[config.mk]
export PLATFORM = sky130hd
export DESIGN_NAME = k285_sync_ctrl
export DESIGN_NICKNAME = d
export VERILOG_FILES = /design/src/rtl/k285_sync_ctrl.sv
export SDC_FILE = /design/constraint.sdc
export NUM_CORES = 1
export LEC_CHECK = 0
export ABC_CLOCK_PERIOD_IN_PS = 2150
export CAP_MARGIN = 20
export CORE_MARGIN = 3
export CORE_UTILIZATION = 33
export DETAILED_ROUTE_END_ITERATION = 8
export PLACE_DENSITY = 0.56
export REMOVE_ABC_BUFFERS = 1
export SYNTH_ARGS = -nofsm -noshare
export SYNTH_HDL_FRONTEND = slang
export SYNTH_SLANG_ARGS = --single-unit
[constraint.sdc]
create_clock -name clk -period 2.15 [get_ports clk]
set_input_delay 0.5375 -clock clk [delete_from_list [all_inputs] [get_ports clk]]
set_output_delay 0.5375 -clock clk [all_outputs]
set_load 0.01 [all_outputs]
[src/rtl/k285_sync_ctrl.sv]
// k285_sync_ctrl: word-synchronization controller for the serial 8b10b
// receive path. Tracks the 10-bit word phase from the per-bit K28.5 flag and
// acquires, holds and drops alignment with a LOSS/ACQ/SYNC state machine.
// Build option: define K285_SYNC_STATS_EN to include the sync-loss event
// counter on lossCnt; otherwise lossCnt is tied to zero.
module k285_sync_ctrl #(
  parameter int unsigned ACQ_COMMAS     = 3,
  parameter int unsigned MISALIGN_LIMIT = 2,
  parameter int unsigned TIMEOUT_WORDS  = 16
) (
  input  logic       clk,
  input  logic       rst,
  input  logic       enb,
  input  logic       esk285,
  output logic       detRst,
  output logic [3:0] bitCnt,
  output logic       wordStrobe,
  output logic       syncOk,
  output logic [1:0] state,
  output logic [7:0] lossCnt
);

  typedef enum logic [1:0] {
    ST_LOSS = 2'd0,
    ST_ACQ  = 2'd1,
    ST_SYNC = 2'd2
  } state_e;

  localparam logic [3:0] ACQ_N     = 4'(ACQ_COMMAS);
  localparam logic [3:0] MISS_N    = 4'(MISALIGN_LIMIT);
  localparam logic [8:0] TIMEOUT_N = 9'(TIMEOUT_WORDS);
  localparam logic [3:0] LAST_BIT  = 4'd9;

  state_e     state_q, state_d;
  logic [3:0] bitCnt_q, bitCnt_d;
  logic [2:0] commaCnt_q, commaCnt_d;
  logic [2:0] missCnt_q, missCnt_d;
  logic [7:0] wordCnt_q, wordCnt_d;
  logic       syncOk_q, syncOk_d;
  logic       detRst_q, detRst_d;

  logic       word_end;
  logic       aligned;
  logic       misaligned;
  logic       timeout;
  logic       realign;
  logic       to_loss;
  logic [3:0] comma_inc;
  logic [3:0] miss_inc;
  logic [8:0] word_inc;

  assign word_end   = (bitCnt_q == LAST_BIT);
  assign aligned    = esk285 && word_end;
  assign misaligned = esk285 && !word_end;
  assign comma_inc  = {1'b0, commaCnt_q} + 4'd1;
  assign miss_inc   = {1'b0, missCnt_q} + 4'd1;
  assign word_inc   = {1'b0, wordCnt_q} + 9'd1;
  // A comma in the same cycle suppresses the timeout.
  assign timeout    = word_end && !esk285 && (word_inc >= TIMEOUT_N);
  assign to_loss    = enb && (state_q != ST_LOSS) && (state_d == ST_LOSS);

  // State register.
  always_ff @(posedge clk or posedge rst) begin
    if (rst) state_q <= ST_LOSS;
    else     state_q <= state_d;
  end

  // Next-state logic plus the comma/miss counters that steer it.
  always_comb begin
    state_d    = state_q;
    commaCnt_d = commaCnt_q;
    missCnt_d  = missCnt_q;
    realign    = 1'b0;
    if (enb) begin
      case (state_q)
        ST_LOSS: begin
          if (esk285) begin
            realign    = 1'b1;
            commaCnt_d = 3'd1;
            if (ACQ_N <= 4'd1) begin
              state_d   = ST_SYNC;
              missCnt_d = 3'd0;
            end else begin
              state_d = ST_ACQ;
            end
          end
        end
        ST_ACQ: begin
          if (aligned) begin
            commaCnt_d = comma_inc[2:0];
            if (comma_inc >= ACQ_N) begin
              state_d   = ST_SYNC;
              missCnt_d = 3'd0;
            end
          end else if (misaligned) begin
            realign    = 1'b1;
            commaCnt_d = 3'd1;
          end else if (timeout) begin
            state_d    = ST_LOSS;
            commaCnt_d = 3'd0;
            missCnt_d  = 3'd0;
          end
        end
        ST_SYNC: begin
          if (aligned) begin
            missCnt_d = 3'd0;
          end else if (misaligned) begin
            // In SYNC a stray comma is counted but never moves the word phase.
            if (miss_inc >= MISS_N) begin
              state_d    = ST_LOSS;
              commaCnt_d = 3'd0;
              missCnt_d  = 3'd0;
            end else begin
              missCnt_d = miss_inc[2:0];
            end
          end else if (timeout) begin
            state_d    = ST_LOSS;
            commaCnt_d = 3'd0;
            missCnt_d  = 3'd0;
          end
        end
        default: begin
          state_d    = ST_LOSS;
          commaCnt_d = 3'd0;
          missCnt_d  = 3'd0;
        end
      endcase
    end
  end

  // Output/datapath logic: word phase, word counter, registered flags.
  always_comb begin
    bitCnt_d  = bitCnt_q;
    wordCnt_d = wordCnt_q;
    detRst_d  = detRst_q;
    syncOk_d  = syncOk_q;
    if (enb) begin
      bitCnt_d = (realign || word_end) ? 4'd0 : bitCnt_q + 4'd1;
      if (to_loss || esk285)
        wordCnt_d = 8'd0;
      else if (word_end)
        wordCnt_d = (wordCnt_q == 8'hFF) ? 8'hFF : word_inc[7:0];
      detRst_d = to_loss;
      syncOk_d = (state_d == ST_SYNC);
    end
  end

  // Datapath registers; detRst powers up asserted so the detector starts clean.
  always_ff @(posedge clk or posedge rst) begin
    if (rst) begin
      bitCnt_q   <= 4'd0;
      commaCnt_q <= 3'd0;
      missCnt_q  <= 3'd0;
      wordCnt_q  <= 8'd0;
      syncOk_q   <= 1'b0;
      detRst_q   <= 1'b1;
    end else begin
      bitCnt_q   <= bitCnt_d;
      commaCnt_q <= commaCnt_d;
      missCnt_q  <= missCnt_d;
      wordCnt_q  <= wordCnt_d;
      syncOk_q   <= syncOk_d;
      detRst_q   <= detRst_d;
    end
  end

`ifdef K285_SYNC_STATS_EN
  logic [7:0] lossCnt_q, lossCnt_d;

  assign lossCnt_d = (to_loss && (lossCnt_q != 8'hFF)) ? lossCnt_q + 8'd1 : lossCnt_q;

  // Saturating sync-loss event counter, cleared only by reset.
  always_ff @(posedge clk or posedge rst) begin
    if (rst) lossCnt_q <= 8'd0;
    else     lossCnt_q <= lossCnt_d;
  end

  assign lossCnt = lossCnt_q;
`else
  assign lossCnt = 8'd0;
`endif

  assign state      = state_q;
  assign bitCnt     = bitCnt_q;
  assign syncOk     = syncOk_q;
  assign detRst     = detRst_q;
  assign wordStrobe = enb && syncOk_q && word_end;

endmodule

# --- After elaboration in Yosys (flattened, before gate mapping) ---
# Cells that the tools add are included.
classes:
  n_addsub: 4
  order_cmp: 3
  eq_ne: 10
  mux: 35
  bitwise_logic: 1
  n_reduce_logical: 19
op_table:
  columns: ["op", "n"]
  rows:
  - ["$mux W3", 14]
  - ["$mux W8", 3]
  - ["$mux W2", 9]
  - ["$pmux W3 S3", 2]
  - ["$add A8 B1 Y9 const B", 1]
  - ["$ge A9 B5 Y1 const B", 1]
  - ["$ne A3 B3 Y1 const B", 3]
  - ["$add A3 B1 Y4 const B", 2]
  - ["$eq A8 B8 Y1 const B", 1]
  - ["$ge A4 B2 Y1 const B", 2]
  - ["$logic_and A1 B1 Y1", 8]
  - ["$reduce_and A4 Y1", 2]
  - ["$pmux W2 S3", 1]
  - ["$add A4 B1 Y4 const B", 1]
  - ["$eq A2 B2 Y1 const B", 2]
  - ["$eq A4 B4 Y1 const B", 1]
  - ["$logic_not A2 Y1", 2]
  - ["$mux W1", 4]
  - ["$mux W4", 1]
  - ["$ne A2 B2 Y1 const B", 2]
  - ["$reduce_bool A2 Y1", 2]
  - ["$eq A2 B1 Y1 const B", 1]
  - ["$logic_not A1 Y1", 2]
  - ["$logic_or A1 B1 Y1", 2]
  - ["3 further kinds", 3]
word_totals:
  ff_bits: 22
  inputBits: 4
  output_inout_bits: 17

# --- Depth between registers and ports, before layout ---
# Gate-level depths: netlist of run 1.
logic_depth:
  word_depth: 13
  ltp_mapped: 9

# --- Least setup slack after synthesis of run 1 ---
# Ideal clock, no wire load.
synth_path:
  kind: "reg2reg"
  start: "register state_q[1], in the netlist state[1]"
  end: "register wordCnt_q[1]"
  setup_ps: 128
  arrival_time_ps: 1955
  t_required_ps: 2022
  slack_ps: 67
  path_stages_with_launch: 10
  path_buffers: 1
  synth_period_minus_slack_ps: 2083
  path_cell_list: "dfrtp_1 -> inv_1 -> ha_1 -> clkbuf_1 -> nor2_1 -> a211oi_1 -> o311a_1 -> or3_1 -> a21oi_2 -> nor2_1"
synth_via:
  elab_chain_cells: 10
  word_cells_on_any_way: 21
synth_rtl:
  columns: ["item", "line_no", "rtl"]
  rows:
  - ["from (decl)", "34", "state_e state_q, state_d;"]
  - ["from (signal assigned)", "65", "else state_q <= state_d;"]
  - ["$mux W2 (on tied branches)", "98, 116, 109", null]
  - ["$mux W2 (on tied branches)", "107, 95", null]
  - ["$mux W2 (on tied branches)", "105, 89", null]
  - ["$pmux W2 S3", "75", "case (state_q)"]
  - ["$mux W2", "74", "if (enb) begin"]
  - ["$logic_not A2 Y1", "60", "assign to_loss = enb && (state_q != ST_LOSS) && (state_d == ST_LOSS);"]
  - ["$logic_and A1 B1 Y1 (*)", "60", null]
  - ["$logic_or A1 B1 Y1 (*)", "139", "if (to_loss || esk285)"]
  - ["$reduce_bool A2 Y1 (no line)", null, null]
  - ["$reduce_and A2 Y1 (no line)", null, null]
  - ["to (signal assigned)", "161", "wordCnt_q <= wordCnt_d;"]
  - ["to (decl)", "38", "logic [7:0] wordCnt_q, wordCnt_d;"]
# Mark *: on every way between the ends. The rest lies on a longest branch, timed or not.
# A chain may end at the register's enable or synchronous reset.

# --- Final worst setup path of run 1 ---
layout_path:
  start: "register bitCnt_q[1], in the netlist bitCnt[1]"
  end: "register syncOk_q, in the netlist syncOk"
layout_via:
  elab_chain_cells: 9
  word_cells_on_any_way: 14
layout_rtl:
  columns: ["item", "line_no", "rtl"]
  rows:
  - ["from (decl)", "35", "logic [3:0] bitCnt_q, bitCnt_d;"]
  - ["from (signal assigned)", "158", "bitCnt_q <= bitCnt_d;"]
  - ["$eq A4 B4 Y1 (*)", "52", "assign word_end = (bitCnt_q == LAST_BIT);"]
  - ["$logic_and A1 B1 Y1 (2 in a row)", "59", "assign timeout = word_end && !esk285 && (word_inc >= TIMEOUT_N);"]
  - ["$mux W2", "98, 116", null]
  - ["$mux W2 (on tied branches)", "107, 95", null]
  - ["$mux W2 (on tied branches)", "105, 89", null]
  - ["$pmux W2 S3 (*)", "75", null]
  - ["$mux W2 (*)", "74", null]
  - ["via state_d[0]", "34", null]
  - ["$eq A2 B2 Y1 (*)", "144", "syncOk_d = (state_d == ST_SYNC);"]
  - ["to (signal assigned)", "162", "syncOk_q <= syncOk_d;"]
  - ["to (decl)", "39", "logic syncOk_q, syncOk_d;"]
# Mark *: on every way through the listed nets, which the timed path passes. The rest lies on a longest branch.

==> metrics.yaml, run 1 <==
start_kind: "register"
finalCritPeriodShare: 0.950
avgRoutedWirePerCell_um: 13.7
met1Wirelength_mm: 2.08
h-tree-depth: 1
routed_via_density: 5.14
place.gp.congestion: 0.902
synth_compound_area_frac: 0.252
finalHoldViolations: 0
io_pins: 21
grt_usage: 0.147
ir_worst_vdd_uv: 264
synthFlopType: "dfrtp_1"
grt_pass1_wl_mm: 7.09
via_count: 1598
power.density_nw_per_um2: 483
r2r-start: "bitCnt[1]"
dr_wl_met2_mm: 1.93
power_frac_comb: 0.192
grt_pass1_vias: 1523
clock-sinks: 22
synth_most_common_cell: "dfrtp_1"
layout.cells.non_filler: 311
yosys.area_share.simple: 0.197
ys_async_sr_fraction: 1.00
yosysSeqAreaShare: 0.337
cts_buffer_depth: 2
synth_largest_area_cell: "dfrtp_1"
synthToLayoutAreaGrowth_pct: 35.6
leakage_nw: 1.05
num_rows: 24
drtPass1Iterations: 4
port-buffer-count: 12
crit_slowest_cell: "dfrtp_1"
antenna_found_initial: 0
holdBufCountCts: 0
fin_setup_tns_ns: 0
synthMuxAreaShare: 0.0252
min_path_type: "register to register"
synth_common_cells: "21 x dfrtp_1, 20 x nand2_1, 18 x o21ai_0"
initial_utilization: 0.359
cp.arrival_ns: 2.23
synth_top_family_by_area: "compound AO/OA/AOI/OAI gates"
antennaDiodeCount: 0
fin_nets: 263
netlist.area_leader.share: 0.321
worstSetupPathType: "register to register"
r2r.worst_path.cells: 8
yosysUniqueCellTypes: 50
worstSetupEndpointType: "register"
overflow: 0
ys_seq_elements: 22
cts-root-buf: "clkbuf_8"
setup_viol: 0
die_x_um: 76.4
synth_xor_xnor_area_share: 0
setup_ws_ns: 0.106
hp-start: "detRst"
syn_area_um2: 1640
hold_end: "detRst"
hold_depth: 2
reg2reg_slack_ns: 0.11
swShare: 0.268
intPower_uw: 784
skew_ns: 0.00189
cp_cell_sequence: "inv_1, ha_1, nand3b_1, buf_4, a211o_1, and3_4, a21o_1, o32ai_2"
ys_warn_count: 0
netSwitchingPower_uw: 287
slowest_delay_ns: 0.40
dp_cells: 304
stdcell_area_um2: 2220
total_power_mw: 1.07
drive_above_1_share: 0.289
top_layer: "met4"
finalMaxSlewViolations: 0
status: "complete, no violations"
hpwl_mm: 3.19
dpl_cell_area_um2: 2080
grt_max_degree: 23
period_needed_ns: 2.04
drcViolationCount: 0
numCtsBuffers: 3
r2r-end: "syncOk"
die_y_um: 76.4
power_frac_seq: 0.428
insertion_delay_ns: 0.27
drt_iter0_drc: 84
core_area_um2: 4560
die_area_um2: 5840
ant_nets: 0
crit_fanout: 5
clkTransAtPathRegs_ns: 0.09
synth.avg_cell_area_um2: 8.44
timing.fmax_ghz: 0.489
netlist_top_cells_area: "dfrtp_1 32%, ha_1 9.2%, o21ai_0 5.5%"
synth_edf_count: 0
crit_required_ns: 2.33
synth_adder_area_share: 0.0917
pwr-share-clk: 0.380
netlist_instances: 194
pre_cts_slack_ns: -0.216
max_cap_viol_count: 0
route.met3.wl_um: 199
drt_wl_total_mm: 4.26
cts_tree: "built"
-- power by group through the flow --
| stage | Combinational (mW) | Clock [mW] | Sequential (mW) |
|---|---|---|---|
| CTS | 0.201 | 0.414 | 0.458 |
| global placement | 0.196 | 0 | 0.465 |
| detailed placement | 0.199 | 0 | 0.466 |
| global route | 0.232 | 0.429 | 0.462 |
| floorplan | 0.0956 | 0 | 0.470 |
| finish | 0.206 | 0.407 | 0.458 |
-- routing by layer --
metal	vias up	GRT usage
met4	0	0.0435
met1	757	0.203
met3	6	0.0225
met5	-	0
met2	50	0.234
li1	785	-
-- per-stage QoR --
| stage | utilization | hold WS [ns] |
|---|---|---|
| floorplan | - | 0.459 |
| global placement | 0.456 | 0.494 |
| global route | 0.486 | 0.554 |
| CTS | 0.472 | 0.520 |
| detailed placement | 0.456 | 0.513 |
| finish | 0.486 | 0.531 |
-- cell type report --
| cell class | instances | area (um2) |
|---|---|---|
| clock buffers | 3 | 41.3 |
| repair buffers | 57 | 455 |
| clock inverters | 1 | 30.0 |
| well taps | 65 | 81.3 |
| flip-flops and latches | 22 | 554 |
| multi-input cells | 148 | 1000 |
| inverters | 15 | 56.3 |
| fillers | 454 | 2350 |
-- worst max-delay path by stage --
stage	slack [ns]	endpoint	depth (start not counted)	from
global placement	-0.14	wordCnt_q[4]	8	esk285
CTS	0.01	commaCnt_q[2]	8	wordCnt_q[0]
global route	-0.001	wordCnt_q[4]	9	commaCnt_q[0]
detailed placement	-0.22	wordCnt_q[4]	8	esk285
finish	0.11	syncOk	8	bitCnt[1]
floorplan	0.14	wordCnt_q[4]	8	state[1]
-- flip-flops by register name, indices dropped and copies added (netlist names) --
register / flops
missCnt_q: 3
syncOk: 1
wordCnt_q: 8
state: 2
bitCnt: 4
detRst: 1
commaCnt_q: 3
-- critical path: cells and delay by family, from the launching register on --
kind / cells / cell delay [ns]
AOI/OAI and AO/OA: 3 / 0.67
and+or+nand+nor: 2 / 0.41
DFF: 1 / 0.40
buffers and inverters: 2 / 0.31
adders and majority gates: 1 / 0.16
-- cells by family after synthesis --
logic type	Yosys count
mux	4
compound gates	60
flops	22
buf+inv	31
simple gates	64
other cells	1
fa+ha+maj	12
-- cells in the final DEF (no fill, tap or decap), types with 3 or more instances in the layout --
master           instances
buf_4                   45
nand2_1                 20
dfrtp_1                 19
o21ai_0                 17
inv_1                   14
nor2_1                  13
clkdlybuf4s50_1         10
ha_1                     9
conb_1                   8
a21oi_1                  7
and3_1                   4
a211oi_1                 4
nand4_1                  4
and2_1                   3
nand2b_1                 3
o22ai_1                  3
a211o_1                  3
a21o_1                   3
clkbuf_8                 3
-- repair_timing --
action / in CTS / in global routing
endpoints found under the setup margin: 9 / 15
pin swaps: 0 / 2
buffers inserted: 0 / 3
gates resized for setup: 3 / 18
(Power assumes the default switching activity.)
==> run 2: changes to the inputs <==
--- a/config.mk
+++ b/config.mk
@@ -8,9 +8,10 @@
 export ABC_CLOCK_PERIOD_IN_PS = 2150
 export CAP_MARGIN = 20
 export CORE_MARGIN = 3
-export CORE_UTILIZATION = 33
+export CORE_UTILIZATION = 39
 export DETAILED_ROUTE_END_ITERATION = 8
-export PLACE_DENSITY = 0.56
+export GPL_ROUTABILITY_DRIVEN = 0
+export PLACE_DENSITY = 0.64
 export REMOVE_ABC_BUFFERS = 1
 export SYNTH_ARGS = -nofsm -noshare
 export SYNTH_HDL_FRONTEND = slang
==> run 2 against run 1 <==
Global-route usage rose by 1.8 points. Clock power fell by 3%. Critical path type unchanged. Clock-buffer cell count did not move.
==> metrics.yaml, run 2 (same netlist as run 1, synthesis figures left out) <==
status: "complete, no violations"
drive_above_1_share: 0.266  # -0.0231
drt_iter0_drc: 90  # +7.1%
holdBufCountCts: 0  # unchanged
stdcell_area_um2: 2170  # -2.3%
grt_pass1_vias: 1479  # -2.9%
largest-register: "wordCnt_q"
cts_setup_buffers: 0  # unchanged
worstSetupEndpointType: "register"
antenna_found_initial: 0  # unchanged
drcViolationCount: 0  # unchanged
numCtsBuffers: 3  # unchanged
setup_viol: 0  # unchanged
die_y_um: 70.8  # -7.4%
overflow: 0  # unchanged
rsz0062_at_grt: "yes"
synthToLayoutAreaGrowth_pct: 32.5
crit_top_cell: "or3_1"
ir_worst_vdd_uv: 308  # +17%
cp_cell_sequence: "inv_1, ha_2, nor2_2, or3_1, o32ai_2, or3_1, a21oi_2, buf_4, a311oi_1"
drt_wl_total_mm: 3.88  # -8.9%
cts_buffer_depth: 2  # unchanged
crit_slowest_cell: "dfrtp_1"
clock-sinks: 22  # unchanged
cts-root-buf: "clkbuf_8"
crit_family: "simple AND/OR/NAND/NOR gates"
port-buffer-count: 12  # unchanged
io_pins: 21  # unchanged
skew_ns: 0.00743  # +0.00554 ns
die_area_um2: 5010  # -14%
whs_ns: 0.491  # -0.0392 ns
final_common_cell: "buf_4"
finalMaxSlewViolations: 0  # unchanged
min_path_type: "register to register"
fin_util: 0.563  # +0.0766
ant_nets: 0  # unchanged
pwr-share-clk: 0.376  # -0.004
slowest_delay_ns: 0.43  # +0.03 ns
worstSetupPathType: "register to register"
dpl_cell_area_um2: 2060  # -1.1%
max_cap_viol_count: 0  # unchanged
finalHoldViolations: 0  # unchanged
power.density_nw_per_um2: 485  # +0.48%
cts_tree: "built"
intPower_uw: 782  # -0.22%
num_rows: 22  # -8.3%
finalCritPeriodShare: 0.936  # -0.0146
grt_pass1_wl_mm: 6.73  # -5.0%
swShare: 0.257  # -0.0117
core_area_um2: 3850  # -16%
initial_utilization: 0.425  # +0.0661
cp.arrival_ns: 2.18  # -0.05 ns
leakage_nw: 1.03  # -1.6%
drtPass1Iterations: 4  # unchanged
antennaDiodeCount: 0  # unchanged
fillers: 366  # -19%
avgRoutedWirePerCell_um: 13.4  # -1.9%
timing.fmax_ghz: 0.497  # +1.6%
period_needed_ns: 2.01  # -0.0314 ns
pre_cts_slack_ns: -0.167  # +0.0484 ns
power_frac_seq: 0.434  # +0.006
crit_required_ns: 2.32  # about the same
hpwl_mm: 3.05  # -4.4%
insertion_delay_ns: 0.26  # about the same
fin_nets: 258  # -1.9%
start_kind: "register"
grt_usage: 0.165  # +0.0180
largest_reg_flops: 8  # unchanged
crit_fanout: 7  # +2
clkTransAtPathRegs_ns: 0.09  # about the same
netSwitchingPower_uw: 270  # -6.1%
routed_via_density: 5.24  # +2.0%
via_count: 1514  # -5.3%
h-tree-depth: 1  # unchanged
setup_ws_ns: 0.138  # +0.0314 ns
power_frac_comb: 0.190  # -0.002
layout_common_cells: "39 x buf_4, 20 x nand2_1, 20 x dfrtp_1, 18 x o21ai_0, 15 x inv_1"
die_x_um: 70.8  # -7.4%
grt_max_degree: 14  # -39%
cp_num_buf_inv: 2  # unchanged
## run 2: cell count changes in the layout (fill, tap and decap cells not counted), sizes merged
cell and change:
buf -5
## run 2: area by class of cell
cell class	count	area [um2]	share of cell area
clock buffer	3	41.3	0.0190
multi-input combinational	148	997	0.460
clock inverter	1	30.0	0.0138
timing repair buffer	52	430	0.198
inverter	15	56.3	0.0260
sequential	22	553	0.255
tap	48	60.1	0.0277
## run 2: through the flow
stage,TNS (ns),power [mW],cells
2_1_floorplan,0,0.565,185
3_3_place_gp,-1.01,0.661,285
3_5_place_dp,-1.46,0.664,285
4_1_cts,0,1.06,289
5_1_grt,-0.00258,1.12,289
6_report,0,1.05,289
## run 2: power by group through the flow
stage	Sequential, mW	Combinational (mW)	Clock [mW]
6_report	0.457	0.200	0.396
3_5_place_dp	0.464	0.199	0
3_3_place_gp	0.464	0.197	0
4_1_cts	0.456	0.200	0.408
5_1_grt	0.461	0.232	0.422
2_1_floorplan	0.470	0.0956	0
## run 2: worst paths after layout
kind / from / end / slack [ns] / depth (start not counted)
min in group asynchronous: rst / wordCnt_q[7] / 0.57 / 2
max in group asynchronous: rst / commaCnt_q[0] / 1.15 / 3
worst min-delay path: detRst / detRst / 0.49 / 2
worst min register to register: detRst / detRst / 0.49 / 2
worst max-delay path: state[0] / wordCnt_q[2] / 0.14 / 9
worst max register to register: state[0] / wordCnt_q[2] / 0.14 / 9
## run 2: worst reg2reg max path, stage by stage, from the launching register on
cell and delay, ns:
dfrtp_1 0.43, inv_1 0.09, ha_2 0.23, nor2_2 0.08, or3_1 0.36, o32ai_2 0.15, or3_1 0.16, a21oi_2 0.05
buf_4 0.16, a311oi_1 0.20
## run 2: per-layer routing
| layer | up-vias | track usage | wire length [um] |
|---|---|---|---|
| met5 | - | 0 | 0 |
| met4 | 0 | 0.0397 | 27 |
| met3 | 2 | 0.0256 | 152 |
| met2 | 31 | 0.264 | 1770 |
| met1 | 698 | 0.233 | 1930 |
| li1 | 783 | - | - |
## run 2: what timing repair did
action,CTS,global route
resized for setup,2,15
setup endpoints to repair,1,13
pin swaps,0,0
